## config.mk

```make
export PLATFORM = sky130hd
export DESIGN_NAME = seg_msg_scroller
export DESIGN_NICKNAME = d
export VERILOG_FILES = /design/src/rtl/seg_msg_scroller.sv
export SDC_FILE = /design/constraint.sdc
export NUM_CORES = 1
export LEC_CHECK = 0
export ABC_AREA = 1
export ABC_CLOCK_PERIOD_IN_PS = 2250
export CAP_MARGIN = 10
export CELL_PAD_IN_SITES_DETAIL_PLACEMENT = 1
export CELL_PAD_IN_SITES_GLOBAL_PLACEMENT = 2
export CORE_MARGIN = 4
export CORE_UTILIZATION = 32
export DETAILED_ROUTE_END_ITERATION = 10
export PLACE_DENSITY = 0.74
export SLEW_MARGIN = 20
export SYNTH_ARGS = -nofsm -noshare
export SYNTH_HDL_FRONTEND = slang
export SYNTH_SLANG_ARGS = --single-unit
```

## constraint.sdc

```tcl
create_clock -name clk1 -period 2.25 [get_ports clk1]
set_input_delay 0.45 -clock clk1 [delete_from_list [all_inputs] [get_ports clk1]]
set_output_delay 0.45 -clock clk1 [all_outputs]
set_load 0.05 [all_outputs]
```

## src/rtl/seg_msg_scroller.sv

```systemverilog
// seg_msg_scroller: writable glyph message scrolled across a multiplexed common-cathode 7-seg display
module seg_msg_scroller #(
  parameter int NUM_DIGITS  = 4,
  parameter int MSG_LEN     = 8,
  parameter int STEP_DIV    = 3000000,
  parameter int REFRESH_DIV = 12000,
  parameter int CHAR_W      = 5,
  parameter int ADDR_W      = (MSG_LEN > 1) ? $clog2(MSG_LEN) : 1
) (
  input  logic                  clk1,
  input  logic                  rst_n,
  input  logic                  wr_en,
  input  logic [ADDR_W-1:0]     wr_addr,
  input  logic [CHAR_W-1:0]     wr_data,
  input  logic                  start,
  input  logic                  pause,
  input  logic                  loop,
  output logic [6:0]            seg_out,
  output logic [NUM_DIGITS-1:0] dig_sel,
  output logic                  busy,
  output logic                  done
);
  localparam int AW = (MSG_LEN > 1) ? $clog2(MSG_LEN) : 1;
  localparam int DW = (NUM_DIGITS > 1) ? $clog2(NUM_DIGITS) : 1;
  localparam int SW = (STEP_DIV > 1) ? $clog2(STEP_DIV) : 1;
  localparam int RW = (REFRESH_DIV > 1) ? $clog2(REFRESH_DIV) : 1;
  typedef enum logic [1:0] {IDLE, RUN, HOLD, DONE} state_t;
  state_t state_q, state_d;
  logic [AW-1:0] pos_q, pos_d, pos_inc, rd_idx;
  logic [AW:0] rd_sum;
  logic [SW-1:0] step_q, step_d;
  logic [RW-1:0] ref_q;
  logic [DW-1:0] dig_q;
  logic [CHAR_W-1:0] msg_q [MSG_LEN];
  logic [6:0] seg_q;
  logic [NUM_DIGITS-1:0] sel_q;
  logic step_tc, ref_tc, wr_ok;
  function automatic logic [6:0] glyph(input logic [CHAR_W-1:0] c);
    case (32'(c))
      0:  glyph = 7'h7E;
      1:  glyph = 7'h30;
      2:  glyph = 7'h6D;
      3:  glyph = 7'h79;
      4:  glyph = 7'h33;
      5:  glyph = 7'h5B;
      6:  glyph = 7'h5F;
      7:  glyph = 7'h70;
      8:  glyph = 7'h7F;
      9:  glyph = 7'h7B;
      10: glyph = 7'h77;
      11: glyph = 7'h1F;
      12: glyph = 7'h4E;
      13: glyph = 7'h3D;
      14: glyph = 7'h4F;
      15: glyph = 7'h47;
      17: glyph = 7'h5B;
      18: glyph = 7'h3E;
      19: glyph = 7'h3D;
      20: glyph = 7'h30;
      21: glyph = 7'h67;
      22: glyph = 7'h0F;
      23: glyph = 7'h37;
      24: glyph = 7'h0E;
      25: glyph = 7'h01;
      default: glyph = 7'h00;
    endcase
  endfunction
  assign step_tc = step_q == SW'(STEP_DIV - 1);
  assign ref_tc  = ref_q == RW'(REFRESH_DIV - 1);
  assign wr_ok   = wr_en && (32'(wr_addr) < MSG_LEN);
  assign pos_inc = (pos_q == AW'(MSG_LEN - 1)) ? '0 : pos_q + 1'b1;
  // window character for the lit digit, wrapped modulo MSG_LEN
  assign rd_sum  = {1'b0, pos_q} + (AW+1)'(dig_q);
  assign rd_idx  = AW'((rd_sum >= (AW+1)'(MSG_LEN)) ? rd_sum - (AW+1)'(MSG_LEN) : rd_sum);
  always_ff @(posedge clk1) begin
    if (!rst_n) begin
      state_q <= IDLE;
      pos_q   <= '0;
      step_q  <= '0;
    end else begin
      state_q <= state_d;
      pos_q   <= pos_d;
      step_q  <= step_d;
    end
  end
  always_comb begin
    state_d = state_q;
    pos_d   = pos_q;
    step_d  = step_q;
    if (start) begin
      state_d = pause ? HOLD : RUN;
      pos_d   = '0;
      step_d  = '0;
    end else if (state_q == RUN) begin
      if (pause) state_d = HOLD;
      else if (!step_tc) step_d = step_q + 1'b1;
      else begin
        step_d = '0;
        if (!loop && pos_q == AW'(MSG_LEN - NUM_DIGITS)) state_d = DONE;
        else pos_d = pos_inc;
      end
    end else if (state_q == HOLD && !pause) state_d = RUN;
  end
  always_comb begin
    busy    = (state_q == RUN) || (state_q == HOLD);
    done    = state_q == DONE;
    seg_out = seg_q;
    dig_sel = sel_q;
  end
  always_ff @(posedge clk1) begin
    if (!rst_n) begin
      ref_q <= '0;
      dig_q <= '0;
    end else begin
      ref_q <= ref_tc ? '0 : ref_q + 1'b1;
      if (ref_tc) dig_q <= (dig_q == DW'(NUM_DIGITS - 1)) ? '0 : dig_q + 1'b1;
    end
  end
  always_ff @(posedge clk1) begin
    if (!rst_n) begin
      for (int i = 0; i < MSG_LEN; i++) msg_q[i] <= CHAR_W'(16);
    end else if (wr_ok) begin
      msg_q[wr_addr[AW-1:0]] <= wr_data;
    end
  end
  always_ff @(posedge clk1) begin
    if (!rst_n) begin
      seg_q <= 7'h00;
      sel_q <= '1;
    end else begin
      seg_q <= (state_q == IDLE) ? 7'h00 : glyph(msg_q[rd_idx]);
      sel_q <= (state_q == IDLE) ? '1 : ~(NUM_DIGITS'(1) << dig_q);
    end
  end
endmodule

```

==> reports/qor.txt <==
Status = finished with violations
Failing checks = setup timing
Ratio of cells with drive above 1 in the final layout = 16.3%
RSZ-0062 raised after global routing = yes
Total gr overflow = 0
# setup viols final = 7
PnR worst setup slack = -159 ps
CP Data Required Time = 2540 ps
First-pass GRT wire length = 22700 microns
Avg Cell Area, Syn = 7.55 sq um
Routed WL = 13900 microns
Syn. warnings = 0
Horiz. Die Dim = 132 microns
Syn Inst Count = 656
Maxcap violations = 0
Slew at the pin with the worst max-slew slack = 502 ps
Via count = 4415
Worst hold path type = reg -> reg
# fillers = 1853
Htree depth = 3
Number of global-route vias before repair = 4684
Starting Density = 32.6%
Clock buffer depth = 2
DR iter-0 viols = 131
Cell Area, Synth = 4950 sq um
Die area = 17500 sq um
Arr. time, crit path = 2700 ps
Die Y = 132 microns
ANT cells = 0
DP HPWL = 10200 microns
PD cells = 628 nW/um^2
Fin util = 41.1%
Per-cell routed wire length = 15.2 microns
FF+latch area = 2280 sq um
I/O Buffers = 26
CORE AREA = 15200 sq um
Final min period = 2410 ps
Max-slew violations = 0
Syn nets = 687
Synth unique cells = 38
Site Rows = 45
Most common cell after layout, fill and taps aside = nand2_1
Area delta synth->final = 26.3%
Critical path class = reg -> reg
Area of the multi-input gates = 2530 sq um
Antenna violation net count after detailed routing = 0
Routability Congestion = 0.856
# IOs = 27
GRT Util Overall = 16.0%
Residual DRC = 0
Final Hold Viols = 0
CTS buffer count = 9
CP endpoint kind = flop
Clk pin slew, worst setup/hold paths = 70 ps
CP Launch Type = flop
Clk sink count = 94
Period utilization = 107%
Maximum clock frequency = 0.415 GHz
Max_slew headroom = 66.4%
Max Clock Skew = 5.11 ps
Nets@finish = 751
Crit path max fanout = 5
Root Buffer = clkbuf_16
Drt first pass iters = 4
Max VDD drop = 0.000355 V
Via/cell ratio = 4.84
Sequential share of the synthesized area = 46.1%
CTS tree = yes
Initial antenna violation count = 0
Hold slack = 468 ps
Register bit total from synthesis = 94
Leakage power = 2.54 nW
Clock latency on the worst-skew pair = 350 ps
Most frequent cells in the layout = nand2_1, nor2_1, inv_1
Largest net degree at the start of global routing = 21
==> kinds of logic (layout without fill, tap and decap cells) <==
| group | count (synthesis) | count (layout) | synth area share, % |
|---|---|---|---|
| xor+xnor | 11 | 11 | 2.25 |
| fa+ha+maj | 17 | 17 | 4.45 |
| simple gates | 386 | 386 | 33.9 |
| flops | 94 | 94 | 46.1 |
| compound gates | 47 | 47 | 5.21 |
| buf+inv | 101 | 170 | 8.14 |
==> sequential cells by signal, indices dropped and copies added, names as in the netlist <==
name and cells:
ref_q 14, pos_q 3, dig_q 2, state_q 2, seg_out 7, dig_sel 4, step_q 22, msg_q 40
==> cell usage after synthesis <==
cell      count  area [sq um]
buf_6         1          11.3
nand2_1     156           586
nor3_2        2          20.0
inv_1        90           338
nor4_1        3          18.8
fa_1          1          20.0
o21a_1        1          7.51
nand3b_1      1          7.51
o21ai_0      15          75.1
nand3_1      58           290
or2_2         4          25.0
xor2_2        1          16.3
xnor2_2       1          16.3
a211oi_1      2          15.0
xor2_1        8          70.1
nand2_4       3          33.8
a32o_1        1          10.0
edfxtp_1     40          1200
nor3b_1       1          7.51
nand4_1      11          68.8
xnor2_1       1          8.76
clkinv_1      1          3.75
nand2_2       7          43.8
o211ai_1      3          22.5
clkbuf_1      2          7.51
a21oi_1      23           115
o21bai_1      1          7.51
dfxtp_1      54          1080
nor3_1       16          80.1
nor2_2        5          31.3
and3_1        1          6.26
nor2_4        2          22.5
inv_2         1          3.75
ha_1         16           200
clkbuf_8      1          13.8
o21ai_1       1          5.00
buf_2         5          25.0
nor2_1      116           435
==> per-stage QoR <==
stage	std cells	power, mW	area [sq um]	worst slack, ps	setup TNS [ps]
2_1_floorplan	656	2.18	4950	58.1	0
3_3_place_gp	894	2.34	5650	-73.9	-375
3_5_place_dp	894	2.35	5650	-145	-915
4_1_cts	911	3.94	6030	-85.1	-439
5_1_grt	913	4.09	6250	-269	-1540
6_report	913	3.93	6250	-159	-705
==> worst paths after layout <==
check | cells after the start | start | to | slack, ps
max | 13 | pos_q[0] | seg_out[3] | -160
min | 1 | ref_q[0] | ref_q[0] | 470
max reg2reg | 13 | pos_q[0] | seg_out[3] | -160
min reg2reg | 1 | ref_q[0] | ref_q[0] | 470
==> worst max-delay path, stage by stage (launching register included) <==
cell and delay (ps):
dfxtp_2 340, ha_4 150, fa_2 700, clkinv_4 180
nand3_4 100, nand2_2 60, nand2_2 70, nand2_4 80
ha_4 180, nand2_1 110, nand2_1 70, o21ai_1 160
nor2_1 60, nor2_1 90
==> final cells by class <==
class	instances	share of cell area, %
multi-input combinational	461	40.4
clock buffer	11	3.72
clock inverter	5	0.960
sequential	94	36.5
tap	188	3.76
timing repair buffer	61	8.86
timing repair inverter	1	0.100
inverter	92	5.64
==> power by group <==
part | switching [mW] | internal, mW
Clock | 0.700 | 0.868
Combinational | 0.321 | 0.169
Sequential | 0.0273 | 1.84
==> timing repair <==
action | CTS | global route
resized for setup | 20 | 47
pin swaps | 9 | 26
cloned | 1 | 0
setup buffers | 0 | 2
endpoints found under the hold margin | 0 | 0
hold buffers | 0 | 0
endpoints found under the setup margin | 7 | 10
==> routing by layer <==
layer / track usage, % / vias to the layer above / wire (microns)
met5: 0 / - / 0
met4: 4.85 / 0 / 193
met3: 3.89 / 12 / 326
met2: 28.6 / 40 / 7360
met1: 18.9 / 2144 / 6010
li1: - / 2219 / -
No activity file was read; power rests on OpenSTA's default activity.
